===== src/rtl/prog_loader.sv =====
// Boot loader: parses header/payload word stream into instruction and data BRAM writes, then releases the CPU.
// Latency: write pulse one cycle after each accepted payload word; done/err flags registered after the state change.
// Backpressure: s_ready low in reset, DONE and ERR; gaps in s_valid simply pause. Optional checksum: PROG_LOADER_CHECKSUM_EN.
module prog_loader #(
  parameter int DATA_WIDTH = 32,
  parameter int ADDR_WIDTH = 10,
  parameter int MAX_WORDS  = 256
) (
  input  logic                  clk,
  input  logic                  rst,
  input  logic [DATA_WIDTH-1:0] s_dat,
  input  logic                  s_valid,
  output logic                  s_ready,
  output logic [ADDR_WIDTH-1:0] i_w_addr,
  output logic [DATA_WIDTH-1:0] i_w_dat,
  output logic                  i_w_enb,
  output logic [ADDR_WIDTH-1:0] d_w_addr,
  output logic [DATA_WIDTH-1:0] d_w_dat,
  output logic                  d_w_enb,
  output logic                  pc_stall,
  output logic                  d_bram_init_done,
  output logic                  load_done,
  output logic                  load_err,
  output logic [15:0]           words_loaded
);

  typedef enum logic [2:0] {
    HDR  = 3'd0,
    LOAD = 3'd1,
    CSUM = 3'd2,
    DONE = 3'd3,
    ERR  = 3'd4
  } state_t;

  state_t                r_state;
  state_t                w_nxt;
  logic                  r_ready;
  logic                  r_done;
  logic                  r_err;
  logic                  r_tgt;
  logic                  r_last;
  logic [15:0]           r_count;
  logic [15:0]           r_idx;
  logic [ADDR_WIDTH-1:0] r_waddr;
  logic [ADDR_WIDTH-1:0] r_i_addr;
  logic [ADDR_WIDTH-1:0] r_d_addr;
  logic [DATA_WIDTH-1:0] r_i_dat;
  logic [DATA_WIDTH-1:0] r_d_dat;
  logic                  r_i_enb;
  logic                  r_d_enb;
  logic [15:0]           r_words;
`ifdef PROG_LOADER_CHECKSUM_EN
  logic [31:0]           r_sum;
`endif

  logic       w_acc;
  logic       w_hdr_bad;
  logic       w_last_word;
  state_t     w_sec_end;

  assign w_acc       = s_valid & r_ready;
  assign w_hdr_bad   = (s_dat[29:16] != 14'd0) || (s_dat[15:0] > 16'(MAX_WORDS));
  assign w_last_word = (r_idx == r_count - 16'd1);
  // Where a section goes once its payload (and checksum, if any) is consumed.
  assign w_sec_end   = r_last ? DONE : HDR;

  // Next-state decode for the header/payload/checksum protocol.
  always_comb begin
    w_nxt = r_state;
    case (r_state)
      HDR: begin
        if (w_acc) begin
          if (w_hdr_bad) begin
            w_nxt = ERR;
          end else if (s_dat[15:0] == 16'd0) begin
`ifdef PROG_LOADER_CHECKSUM_EN
            w_nxt = CSUM;
`else
            w_nxt = s_dat[31] ? DONE : HDR;
`endif
          end else begin
            w_nxt = LOAD;
          end
        end
      end
      LOAD: begin
        if (w_acc && w_last_word) begin
`ifdef PROG_LOADER_CHECKSUM_EN
          w_nxt = CSUM;
`else
          w_nxt = w_sec_end;
`endif
        end
      end
`ifdef PROG_LOADER_CHECKSUM_EN
      CSUM: begin
        // Checksum word is the bitwise inverse of the wrapping payload sum.
        if (w_acc) begin
          w_nxt = (s_dat[31:0] == ~r_sum) ? w_sec_end : ERR;
        end
      end
`endif
      DONE:    w_nxt = DONE;
      ERR:     w_nxt = ERR;
      default: w_nxt = ERR;
    endcase
  end

  // State, handshake, header latches, write-port registers and status flags.
  always_ff @(posedge clk) begin
    if (rst) begin
      r_state  <= HDR;
      r_ready  <= 1'b0;
      r_done   <= 1'b0;
      r_err    <= 1'b0;
      r_tgt    <= 1'b0;
      r_last   <= 1'b0;
      r_count  <= 16'd0;
      r_idx    <= 16'd0;
      r_waddr  <= '0;
      r_i_addr <= '0;
      r_d_addr <= '0;
      r_i_dat  <= '0;
      r_d_dat  <= '0;
      r_i_enb  <= 1'b0;
      r_d_enb  <= 1'b0;
      r_words  <= 16'd0;
`ifdef PROG_LOADER_CHECKSUM_EN
      r_sum    <= 32'd0;
`endif
    end else begin
      r_state <= w_nxt;
      r_ready <= (w_nxt == HDR) || (w_nxt == LOAD) || (w_nxt == CSUM);
      r_err   <= (w_nxt == ERR);
      // Done trails entry into DONE by a cycle so it lands after the final write pulse.
      r_done  <= (r_state == DONE);
      r_i_enb <= 1'b0;
      r_d_enb <= 1'b0;
      if (w_acc && r_state == HDR) begin
        r_last  <= s_dat[31];
        r_tgt   <= s_dat[30];
        r_count <= s_dat[15:0];
        r_idx   <= 16'd0;
        r_waddr <= '0;
`ifdef PROG_LOADER_CHECKSUM_EN
        r_sum   <= 32'd0;
`endif
      end
      if (w_acc && r_state == LOAD) begin
        r_idx   <= r_idx + 16'd1;
        r_waddr <= r_waddr + ADDR_WIDTH'(4);
        r_words <= r_words + 16'd1;
`ifdef PROG_LOADER_CHECKSUM_EN
        r_sum   <= r_sum + s_dat[31:0];
`endif
        if (r_tgt) begin
          r_d_enb  <= 1'b1;
          r_d_addr <= r_waddr;
          r_d_dat  <= s_dat;
        end else begin
          r_i_enb  <= 1'b1;
          r_i_addr <= r_waddr;
          r_i_dat  <= s_dat;
        end
      end
    end
  end

  assign s_ready          = r_ready;
  assign i_w_addr         = r_i_addr;
  assign i_w_dat          = r_i_dat;
  assign i_w_enb          = r_i_enb;
  assign d_w_addr         = r_d_addr;
  assign d_w_dat          = r_d_dat;
  // Once the core owns the data BRAM the loader must never write it.
  assign d_w_enb          = r_d_enb & ~r_done;
  assign pc_stall         = ~r_done;
  assign d_bram_init_done = r_done;
  assign load_done        = r_done;
  assign load_err         = r_err;
  assign words_loaded     = r_words;

endmodule


===== config.mk =====
export PLATFORM = sky130hd
export DESIGN_NAME = prog_loader
export DESIGN_NICKNAME = d
export VERILOG_FILES = /design/src/rtl/prog_loader.sv
export SDC_FILE = /design/constraint.sdc
export NUM_CORES = 1
export LEC_CHECK = 0
export CAP_MARGIN = 20
export CORE_MARGIN = 2
export CORE_UTILIZATION = 44
export DETAILED_ROUTE_END_ITERATION = 10
export PLACE_DENSITY = 0.72
export SYNTH_ARGS = -nofsm -noshare
export SYNTH_HDL_FRONTEND = slang
export SYNTH_SLANG_ARGS = --single-unit

===== constraint.sdc =====
create_clock -name clk -period 3.58 [get_ports clk]
set_clock_uncertainty 0.05 [all_clocks]
set_input_delay 1.074 -clock clk [delete_from_list [all_inputs] [get_ports clk]]
set_output_delay 1.074 -clock clk [all_outputs]
set_load 0.02 [all_outputs]

# Yosys cells after proc, flatten, opt, wreduce, memory -nomap -nowiden

Index checks and enable logic that the tools add are counted.

Output and inout bits: 107
Bits of input ports: 35
Logic and storage cells: 59
Flip-flop bits (word level): 152

Muxes and demuxes: 13
Equality and inequality tests: 6
Bitwise logic cells: 5
Order comparisons: 1
Add/subtract/negate cells: 4
Reduce and logical (&&, ||, !) cells: 14

Operators by type and width:

| operator                | count |
|---|---|
| $add A16 B1 Y16 const B | 2 |
| $mux W16                | 2 |
| $mux W10                | 2 |
| $eq A16 B16 Y1          | 1 |
| $gt A16 B9 Y1 const B   | 1 |
| $logic_not A16 Y1       | 1 |
| $sub A16 B1 Y16 const B | 1 |
| $reduce_bool A14 Y1     | 1 |
| $add A10 B3 Y10 const B | 1 |
| $mux W3                 | 3 |
| $pmux W3 S3             | 1 |
| $eq A3 B1 Y1 const B    | 2 |
| $eq A3 B2 Y1 const B    | 2 |
| $logic_not A3 Y1        | 2 |
| $mux W2                 | 3 |
| $reduce_and A2 Y1       | 2 |
| $eq A3 B3 Y1 const B    | 1 |
| $logic_and A1 B1 Y1     | 3 |
| $logic_or A1 B1 Y1      | 3 |
| $not A1 Y1              | 3 |
| $and A1 B1 Y1           | 2 |
| $mux W1                 | 2 |
| $reduce_bool A2 Y1      | 1 |
| $reduce_or A2 Y1        | 1 |

# Longest topological paths before layout

Depth after elaboration: 8
Mapped depth: 9
Mapped depth without buffers: 8

# Worst setup path after synthesis

No wires, ideal clock.

Kind: input port to flip-flop
Start: in s_dat[17]
End: reg r_ready, in the netlist s_ready
Data required time: 3.415 ns
Cell stages on the path: 5
Arrival: 2.603 ns
Slack: 0.813 ns
Cell sequence: or4_1 > nor4_2 > nand2_1 > a221o_1 > a2111oi_0

Word-level cells in the longest chain between the ends: 8
Elaborated cells between the ends (all ways): 10
Those cells by class: eq/ne: 2; mux: 3; reduce/logical: 5

Ends and longest elaborated chain:

| item                                                    | line | RTL |
|---|---|---|
| start, declared                                         | 11   | `input logic [DATA_WIDTH-1:0] s_dat,` |
| $reduce_bool A14 Y1 *                                   | 62   | `assign w_hdr_bad = (s_dat[29:16] != 14'd0) \|\| (s_dat[15:0] > 16'(MAX_WORDS));` |
| $logic_or A1 B1 Y1 *                                    | 62   |  |
| $mux W3 *                                               | 73   | `if (w_hdr_bad) begin` |
| $mux W3 *                                               | 72   | `if (w_acc) begin` |
| $pmux W3 S3 *                                           | 70   | `case (r_state)` |
| $eq A3 B1 Y1 / $logic_not A3 Y1 (equally long branches) | 133  | `r_ready <= (w_nxt == HDR) \|\| (w_nxt == LOAD) \|\| (w_nxt == CSUM);` |
| $logic_or A1 B1 Y1                                      | 133  |  |
| $logic_or A1 B1 Y1 *                                    | 133  |  |
| end signal, assigned                                    | 133  |  |
| end, declared                                           | 37   | `logic r_ready;` |

Every way passes the cells marked *; elsewhere a longest branch is shown, timed or not.
A chain may end at the register's enable or synchronous reset.

# Worst setup path after layout

Same ends and word-level chain as after synthesis.

==> impl_metrics.json <==
{
  "setup_viol": 0,
  "port_buffers": 137,
  "grt_pass1_wl_um": 27590,
  "grt_pass1_vias": 5475,
  "viasPerCell": 5.364,
  "p_switching_w": 0.0008576,
  "die_h_um": 122.4,
  "cts.sinks": 146,
  "crit_cells": 6,
  "power_density_nw_per_um2": 442.5,
  "crit_path_start": "s_dat[17]",
  "final_layout_size_suffix_gt1_share_pct": 6.616,
  "maxSlewViolCount": 0,
  "worst_slack_ns": 0.5496,
  "hpwlAfterDp_um": 11830,
  "rsz0062_at_grt": "no",
  "dp.cells": 1070,
  "clk_path_buf_depth": 2,
  "sequentialPowerShare_pct": 45.6,
  "gp_congestion": 0.8645,
  "design.die.area_um2": 14980,
  "critPathMaxStageDelay_ns": 0.55,
  "syn_area_um2": 6167,
  "timing.rr.end": "s_ready$_SDFF_PP0_",
  "sw_frac_of_total_pct": 23.49,
  "arrival_ns": 3.28,
  "worstSetupEndpoint": "s_ready$_SDFF_PP0_",
  "cp_top_family": "simple AND/OR/NAND/NOR gates",
  "cts_tree": "done",
  "cp_slowest_cell": "or4_1",
  "outcome": "finished clean",
  "num-fill-cells": 1236,
  "antenna_left": 0,
  "final_cells": 1102,
  "hold_class": "register to register",
  "synth_top_area_share_pct": 47.39,
  "comb_power_share_pct": 7.0,
  "post-synth-top-area-cell": "dfxtp_1",
  "vias": 5911,
  "finish.net_count": 948,
  "multi_input_area_um2": 2984,
  "cts_hold_buf": 0,
  "synth_ff_type": "dfxtp_1",
  "start_kind": "input pin",
  "cp_cell_sequence": "clkdlybuf4s50_1, or4_1, nor4_2, nand2_1, a221o_1, a2111oi_0",
  "cts-root-buf": "clkbuf_16",
  "clock_latency_ns": 0.42,
  "preCtsSetupSlack_ns": 0.1177,
  "post_cts_buffers": 0,
  "rrSetupSlack_ns": 0.84,
  "firstDrtPassIters": 5,
  "core_um2": 13770,
  "ff2ff_path_depth": 8,
  "dieWidth_um": 122.4,
  "route.detailed.drc": 0,
  "yosysUniqueCellTypes": 54,
  "ff_latch_area_um2": 2923,
  "grt_max_degree": 52,
  "timing.final.crit_period_ns": 3.030,
  "async_flop_share_pct": 0,
  "cp-end-kind": "register",
  "synth-seq-cells": 146,
  "rows": 43,
  "antenna_found_initial": 0,
  "worst-setup-path-type": "input pin to register",
  "p_int_w": 0.002793,
  "tightest_slew_ns": 0.9428,
  "synth_most_common_cell": "nand2_1",
  "ys_top_cells_by_count": "225 x nand2_1, 146 x dfxtp_1, 120 x a21oi_1, 47 x clkbuf_1, 39 x nor2_1",
  "clockPowerShare_pct": 47.5,
  "path_buf_inv": 1,
  "maxCapViolCount": 0,
  "synth_edf_count": 0,
  "avgSynthCellArea_um2": 7.836,
  "grt_usage_pct": 23.51,
  "hold_viol_final": 0,
  "timing.slew.headroom_pct": 37.01,
  "leakage_nw": 2.769,
  "tns_ns": 0,
  "cp.required_ns": 3.83,
  "grt_overflow": 0,
  "final_core_util_pct": 59.90,
  "rr_startpoint": "r_count[0]$_SDFFE_PP0P_",
  "wl_um": 17200,
  "detail_route.iter0.violations": 499,
  "cts_buffers": 17,
  "vdd_ir_drop_max_uv": 290.0,
  "wl_per_cell_um": 15.61,
  "ys_seq_area_share_pct": 47.39,
  "synth_warnings": 0,
  "max_freq_ghz": 0.3300,
  "synth_area_leaders": "dfxtp_1 47%, nand2_1 14%, a21oi_1 9.7%",
  "syn_inst": 787,
  "period_share_pct": 84.65,
  "htree_levels": 4,
  "initial_core_util_pct": 44.78,
  "areaGrowthSynthToFinish_pct": 33.78,
  "clk_pin_slew_ns": 0.06,
  "worstPathMaxFanout": 3,
  "cts_resized": 0,
  "io_pins": 142,
  "diodes": 0
}
-- power groups by stage --
| stage | clock [W] | sequential (W) | combinational [W] |
|---|---|---|---|
| 2_1_floorplan | 0 | 0.00169 | 0.000161 |
| 3_3_place_gp | 0 | 0.00170 | 0.000248 |
| 3_5_place_dp | 0 | 0.00170 | 0.000251 |
| 4_1_cts | 0.00176 | 0.00166 | 0.000253 |
| 5_1_grt | 0.00183 | 0.00166 | 0.000275 |
| 6_report | 0.00173 | 0.00166 | 0.000255 |
-- registers in the layout (all words and copies together), names as in the netlist --
signal and cells:
d_bram_init_done 1, d_w_addr 8, d_w_dat 32, i_w_addr 8
i_w_dat 32, i_w_enb 1, load_err 1, r_count 16
r_d_enb 1, r_idx 16, r_last 1, r_state 3
r_tgt 1, r_waddr 8, s_ready 1, words_loaded 16
-- worst register-to-register path: stages, from the launching register on --
cell and delay (ns):
dfxtp_1 0.38, inv_1 0.09, ha_1 0.21, nor4b_2 0.60
a31oi_1 0.21, xnor2_1 0.17, a31o_2 0.26, nor4_2 0.45
a2111oi_0 0.18
-- worst min path at each step --
stage / startpoint / to / slack, ns / cells past startpoint
after floorplan: r_count[15]$_SDFFE_PP0P_ / r_count[15]$_SDFFE_PP0P_ / 0.40 / 2
after global placement: i_w_dat[15]$_SDFFE_PP0P_ / i_w_dat[15]$_SDFFE_PP0P_ / 0.39 / 2
after detailed placement: d_w_dat[2]$_SDFFE_PP0P_ / d_w_dat[2]$_SDFFE_PP0P_ / 0.40 / 2
after CTS: d_w_dat[2]$_SDFFE_PP0P_ / d_w_dat[2]$_SDFFE_PP0P_ / 0.40 / 2
after global routing: i_w_dat[25]$_SDFFE_PP0P_ / i_w_dat[25]$_SDFFE_PP0P_ / 0.42 / 2
final: i_w_dat[24]$_SDFFE_PP0P_ / i_w_dat[24]$_SDFFE_PP0P_ / 0.40 / 2
-- per-layer routing --
metal  routed length (µm)  global-route usage (%)  share of wire [%]
met1                 7457                   28.96                 43
met2                 8019                   37.74                 47
met4                  317                   8.261                1.8
met3                 1408                   8.783                8.2
met5                    0                       0                  0
-- layout by cell type (no fill, tap or decap), types with 3 or more instances in the layout --
cell,count
clkinv_2,5
buf_4,19
and4_1,4
inv_1,10
clkdlybuf4s50_1,136
conb_1,4
a311oi_1,8
and2_1,8
a21oi_1,120
nand3b_1,3
clkinvlp_4,3
nor3b_1,4
nor4_1,9
xnor2_1,13
nor3_1,17
a31oi_1,7
nand4_1,13
o21ai_0,16
or3_1,5
nand3_1,16
and3_1,8
nand2_1,225
nor4_2,3
xor2_1,20
nor2_1,38
clkbuf_16,17
dfxtp_1,146
ha_1,4
-- cells by family after synthesis --
| logic type | Yosys count | synth area share (%) |
|---|---|---|
| buffers and inverters | 65 | 4.443 |
| and+or+nand+nor | 364 | 26.50 |
| other | 1 | 0.06081 |
| xor gates and xnor gates | 33 | 4.687 |
| DFF | 146 | 47.39 |
| adders and majority gates | 4 | 0.8116 |
| AOI/OAI and AO/OA | 174 | 16.11 |
-- final cells by class --
cell class                 count  share of cell area, %
clock buffer                  19                  5.369
clock inverter                13                  1.623
inverter                      10                 0.4550
multi-input combinational    579                  36.17
sequential                   146                  35.43
tap                          180                  2.730
timing repair buffer         155                  18.23
-- per-stage QoR --
step	power, W	cell area (µm²)	hold WS [ns]
floorplan	0.001853	6178	0.3978
global placement	0.001947	7674	0.3909
detailed placement	0.001950	7674	0.3955
CTS	0.003676	8250	0.4036
global route	0.003775	8250	0.4201
finish	0.003650	8250	0.4020
(Power assumes the default switching activity.)
==> edit 1: new RTL, same flow settings <==
Encoding of `state_t`: now one-hot (5 bits for 5 states).
--- a/src/rtl/prog_loader.sv
+++ b/src/rtl/prog_loader.sv
@@ -26,8 +26,8 @@
 
-  typedef enum logic [2:0] {
-    HDR  = 3'd0,
-    LOAD = 3'd1,
-    CSUM = 3'd2,
-    DONE = 3'd3,
-    ERR  = 3'd4
+  typedef enum logic [4:0] {
+    HDR  = 5'b00001,
+    LOAD = 5'b00010,
+    CSUM = 5'b00100,
+    DONE = 5'b01000,
+    ERR  = 5'b10000
   } state_t;
Behaviour: no difference found for any inputs over 4 cycles, from zero or initial values and one cycle with rst high; so few cycles prove little.
==> edit 1 against the unedited design <==
  * Final area increased by 3.6%
  * Die area increased by 3.0%
  * Routed wire length increased by 2.2%
  * Sequential share of layout area decreased by 0.78 points
  * Sequential cell count increased by 2
  * Total power increased by 2.1%
  * Hold slack about the same
  * Critical path type unchanged
  * Synthesized area increased by 3.1%
  * Combinational power decreased by 50%
  * Largest cell class unchanged
  * Worst setup slack improved by 0.013 ns
==> edit 1: results (changes against the unedited design) <==
INFO  metric yosysSeqAreaShare = 0.4660 (-0.007972)
INFO  metric routed_via_density = 5.329 (-0.65%)
INFO  metric synth_edf_count = 0 (unchanged)
INFO  metric syn-instance-count = 819 (+4.1%)
INFO  metric cts.repair_timing.setup_buffer_count = 0 (unchanged)
INFO  metric clockRootBuffer = clkbuf_16
INFO  metric dp.cells = 1101 (+2.9%)
INFO  metric routabilityCongestion = 0.8963 (+3.7%)
INFO  metric holdCritPathClass = flip-flop to flip-flop
INFO  metric num-nets-final = 979 (+3.3%)
INFO  metric synth_top_cell_area_share = 0.4660 (-0.007972)
INFO  metric initial_antenna_violation_count = 0 (unchanged)
INFO  metric synthTopCellsByArea = dfxtp_1 47%, nand2_1 14%, a21oi_1 9.4%
INFO  metric detailedPlacementHpwl = 11900 um (+0.62%)
INFO  metric peakVddDrop = 0.3207 mV (+11%)
INFO  metric ys_warn_count = 0 (unchanged)
INFO  metric worst_tran_pin_value = 0.7703 ns (-0.1725 ns)
INFO  metric first_global_vias = 5579 (+1.9%)
INFO  metric critical_path_arrival = 3.25 ns (-0.03 ns)
INFO  metric globalRouteTotalUtil = 0.2276 (-0.007557)
INFO  metric total_leakage_power = 0.002864 uW (+3.4%)
INFO  metric synth_async_sr_flop_share = 0 (unchanged)
INFO  metric synth.top_cells.by_count = 233 x nand2_1, 148 x dfxtp_1, 119 x a21oi_1, 60 x nor2_1, 46 x clkbuf_1
INFO  metric cts-root-to-sink-buffers = 2 (unchanged)
INFO  metric synthFlopType = dfxtp_1
INFO  metric htree_num_levels = 4 (unchanged)
INFO  metric post_synth_num_cell_types = 62 (+15%)
INFO  metric postCtsResizedCells = 0 (unchanged)
INFO  metric cts_inserted_buffers = 17 (unchanged)
INFO  metric timing.critical_path.fanout_max = 4 (+1)
INFO  metric pre_repair_dr_iteration_count = 5 (unchanged)
INFO  metric maximum_number_of_pins_on_one_net_before_global_route_repair = 73 (+40%)
INFO  metric filler_cell_count = 1272 (+2.9%)
INFO  metric insertedDiodeCount = 0 (unchanged)
INFO  metric status = completed
INFO  metric port_buffers = 137 (unchanged)
INFO  metric drive_gt1_frac = 0.07345 (+0.007292)
INFO  metric worstSkewPairLatency = 0.43 ns
INFO  metric drt_first_iter_violations = 474 (-5.0%)
INFO  metric route.detailed.wl_per_inst = 15.51 um (-0.63%)
INFO  metric grt_pass1_wl = 28780 um (+4.3%)
INFO  metric route.vias.total = 6038 (+2.1%)
INFO  metric cts.reportedPaths.clkPinSlew = 0.06 ns (about the same)
-- edit 1: changes by cell type after synthesis, sizes merged, moves of 5 or more --
cell    change
nor2       +21
nand3b      +5
or4         +5
and2        -5
nand2       +8
xor2        -6
mux2        +5
-- edit 1: stage by stage --
step | utilization | power, uW | area, sq um | hold WS [ns] | setup slack, ns
floorplan | - | 1746 | 6374 | 0.3996 | 0.9553
global placement | 0.5651 | 1820 | 7905 | 0.3907 | 0.09119
detailed placement | 0.5651 | 1821 | 7905 | 0.3958 | 0.1035
CTS | 0.6113 | 3762 | 8551 | 0.4043 | 0.5623
global route | 0.6113 | 3846 | 8551 | 0.4204 | 0.4150
finish | 0.6113 | 3728 | 8551 | 0.4022 | 0.5623
-- edit 1: layer usage --
layer  wire [um]  part of all wire  global-route usage
met4         456             0.026             0.09518
met1        7750              0.44              0.2907
met5           0                 0                   0
met2        8411              0.48              0.3700
met3         956             0.054             0.05293
-- edit 1: worst max-delay path, stage by stage --
cell and delay [ns]:
clkdlybuf4s50_1 0.42, nor4_1 0.40, buf_4 0.18, nand2_1 0.10
a2111o_1 0.45, a2111oi_2 0.41, buf_4 0.18, nor2_1 0.03
-- edit 1: area by class of cell --
cell class,count,area [sq um],area share
clock buffers,17,425.4,0.04975
multi-input cells,611,3137,0.3668
flip-flops and latches,148,2963,0.3465
clock inverters,15,220.2,0.02575
well taps,180,225.2,0.02634
repair buffers,155,1554,0.1817
inverters,7,26.28,0.003073
-- edit 1: where the power goes --
| group | switching [uW] | total [uW] | internal (uW) |
|---|---|---|---|
| combinational | 72.9 | 128 | 55.1 |
| clock | 756 | 1940 | 1190 |
| sequential | 6.21 | 1660 | 1650 |
-- edit 1: final timing paths --
check	from	endpoint	slack, ns	cells after the start
setup reg to reg	r_count[0]	r_state[1]	1.13	8
hold reg to reg	d_w_dat[14]	d_w_dat[14]	0.40	2
setup / recovery	s_dat[0]	r_state[4]	0.56	8
hold / removal	d_w_dat[14]	d_w_dat[14]	0.40	2
-- edit 1: cells by family (layout without fill, tap and decap cells) --
family | count (synthesis) | in the layout | share of synthesized area
DFF | 148 | 148 | 0.4660
xor gates and xnor gates | 29 | 29 | 0.03995
other | 1 | 5 | 0.0005898
adders and majority gates | 4 | 4 | 0.007871
buffers and inverters | 64 | 194 | 0.04349
muxes | 5 | 5 | 0.008854
AOI/OAI and AO/OA | 165 | 165 | 0.1499
and+or+nand+nor | 403 | 403 | 0.2834
==> edit 2: new RTL, config.mk and constraints unchanged <==
Made on the original files. Build with the macro `PROG_LOADER_CHECKSUM_EN` defined.
--- a/src/rtl/prog_loader.sv
+++ b/src/rtl/prog_loader.sv
@@ -3,2 +3,4 @@
 // Backpressure: s_ready low in reset, DONE and ERR; gaps in s_valid simply pause. Optional checksum: PROG_LOADER_CHECKSUM_EN.
+`define PROG_LOADER_CHECKSUM_EN
+
 module prog_loader #(
Behaviour: not the same (a bounded check fails within 4 cycles, from zero or initial values and one cycle with rst high).
==> edit 2 against the unedited design <==
  * Cell count grew 48%
  * Routed wire length grew 52%
  * Sequential cell count grew 32
  * Worst setup slack lost 0.44 ns
  * Final area grew 45%
  * Synthesized area grew 43%
  * Count of clock-buffer cells in the layout grew 1
  * Clock power grew 16%
  * Largest cell class unchanged
  * Total power grew 22%
  * Die area grew 42%
  * Critical endpoint is now r_sum[29]
  * Utilization grew 1.2 points
  * Via count grew 50%
  * Global-route usage grew 0.80 points
==> edit 2: results (changes against the unedited design) <==
INFO  metric status = completed
INFO  metric synth_area_per_cell = 7.743 sq um (-1.2%)
INFO  metric slowest_stage_delay_cp = 0.52 ns (-0.03 ns)
INFO  metric routabilityCongestion = 0.8828 (+2.1%)
INFO  metric timing.critical_path.slowest_stage_cell = clkdlybuf4s50_1
INFO  metric dpl_cell_area = 0.01126 sq mm (+47%)
INFO  metric worstSkewPairLatency = 0.43 ns
INFO  metric post_synth_num_cell_types = 64 (+19%)
INFO  metric ys_warn_count = 0 (unchanged)
INFO  metric synthTopCellsByArea = dfxtp_1 40%, nand2_1 11%, a21oi_1 8.7%
INFO  metric maximum_number_of_pins_on_one_net_before_global_route_repair = 109 (+110%)
INFO  metric slew-limit-headroom = 0.5497 (+0.1796)
INFO  metric holdCritPathClass = flip-flop to flip-flop
INFO  metric drt_first_iter_violations = 535 (+7.2%)
INFO  metric htree_num_levels = 4 (unchanged)
INFO  metric port_buffers = 137 (unchanged)
INFO  metric routed_via_density = 5.428 (+1.2%)
INFO  metric filler_cell_count = 1749 (+42%)
INFO  metric critical_path_arrival = 3.74 ns (+0.46 ns)
INFO  metric path_delay_family = compound AO/OA/AOI/OAI gates
INFO  metric cts-root-to-sink-buffers = 2 (unchanged)
INFO  metric detailedPlacementHpwl = 18730 um (+58%)
INFO  metric clockRootBuffer = clkbuf_16
INFO  metric first_global_vias = 8481 (+55%)
INFO  metric route.detailed.wl_per_inst = 15.99 um (+2.4%)
INFO  metric worst-r2r-setup-slack = 0.79 ns (-0.05 ns)
INFO  metric timing.critical_path.fanout_max = 2 (-1)
INFO  metric synth.top_cells.by_count = 265 x nand2_1, 178 x dfxtp_1, 154 x a21oi_1, 70 x nor2_1, 59 x clkbuf_1
INFO  metric grt_pass1_wl = 42320 um (+53%)
INFO  metric yosysSeqAreaShare = 0.4033 (-0.07059)
INFO  metric insertedDiodeCount = 0 (unchanged)
INFO  metric initial_antenna_violation_count = 0 (unchanged)
INFO  metric globalRouteTotalUtil = 0.2431 (+0.007983)
INFO  metric num-nets-final = 1428 (+51%)
INFO  metric total_leakage_power = 0.004644 uW (+68%)
INFO  metric peakVddDrop = 0.3462 mV (+19%)
INFO  metric cts_inserted_buffers = 17 (unchanged)
INFO  metric synth_async_sr_flop_share = 0 (unchanged)
INFO  metric drive_gt1_frac = 0.1410 (+0.07482)
INFO  metric pre_repair_dr_iteration_count = 5 (unchanged)
INFO  metric final_cell_count_no_fill = 1634 (+48%)
INFO  metric cts.reportedPaths.clkPinSlew = 0.07 ns
[edit 2: area by class of cell]
class | count | area (sq um) | share of cell area
Clock buffer | 20 | 446.7 | 0.03734
Tap cell | 265 | 331.6 | 0.02771
Sequential cell | 178 | 3563 | 0.2978
Inverter | 17 | 63.81 | 0.005334
Clock inverter | 11 | 176.4 | 0.01475
Timing Repair Buffer | 266 | 2380 | 0.1989
Multi-Input combinational cell | 877 | 5002 | 0.4181
[edit 2: metrics by stage]
step           setup WS, ns  hold WS [ns]
5_1_grt           -0.009023        0.4211
3_3_place_gp        -0.4911        0.3920
6_report             0.1099        0.4035
2_1_floorplan       0.02415        0.3791
3_5_place_dp        -0.5064        0.3961
4_1_cts             0.03128        0.4058
[edit 2: metal layers]
layer / GRT usage / vias to the layer above / routed length (um)
met5: 0 / - / 0
met4: 0.1152 / 0 / 980
met3: 0.03417 / 72 / 1158
met2: 0.4226 / 249 / 12960
met1: 0.2965 / 4162 / 11030
li1: - / 4386 / -
[edit 2: worst paths after layout]
check / from / cells past startpoint / endpoint
hold / removal: d_w_dat[16] / 2 / d_w_dat[16]
hold reg to reg: d_w_dat[16] / 2 / d_w_dat[16]
setup reg to reg: r_sum[0] / 11 / r_sum[30]
setup / recovery: s_dat[4] / 11 / r_sum[29]
[edit 2: report_power, final]
part / total (uW) / switching, uW / internal, uW
combinational: 456 / 254 / 202
sequential: 2010 / 19.2 / 1990
clock: 2000 / 803 / 1190
[edit 2: what timing repair did]
item                                    CTS  global route
endpoints found under the setup margin    5            12
gates cloned                              0             0
gates resized for setup                   1            17
setup buffers                             0             1
pin swaps                                 0            18
[edit 2: worst register-to-register path, stage by stage (launching register included)]
cell	delay (ns)
dfxtp_1	0.32
ha_2	0.20
fa_2	0.35
a21o_1	0.21
a221oi_2	0.30
o21bai_1	0.15
o22ai_2	0.26
o41ai_2	0.13
a31o_1	0.24
a221oi_2	0.23
xor2_1	0.17
o21ai_1	0.07
[edit 2: cell families after synthesis]
family	synth area share
DFF	0.4033
other	0.0004245
xor gates and xnor gates	0.05750
and+or+nand+nor	0.2416
buffers and inverters	0.04079
AOI/OAI and AO/OA	0.2000
muxes	0.004532
adders and majority gates	0.05183
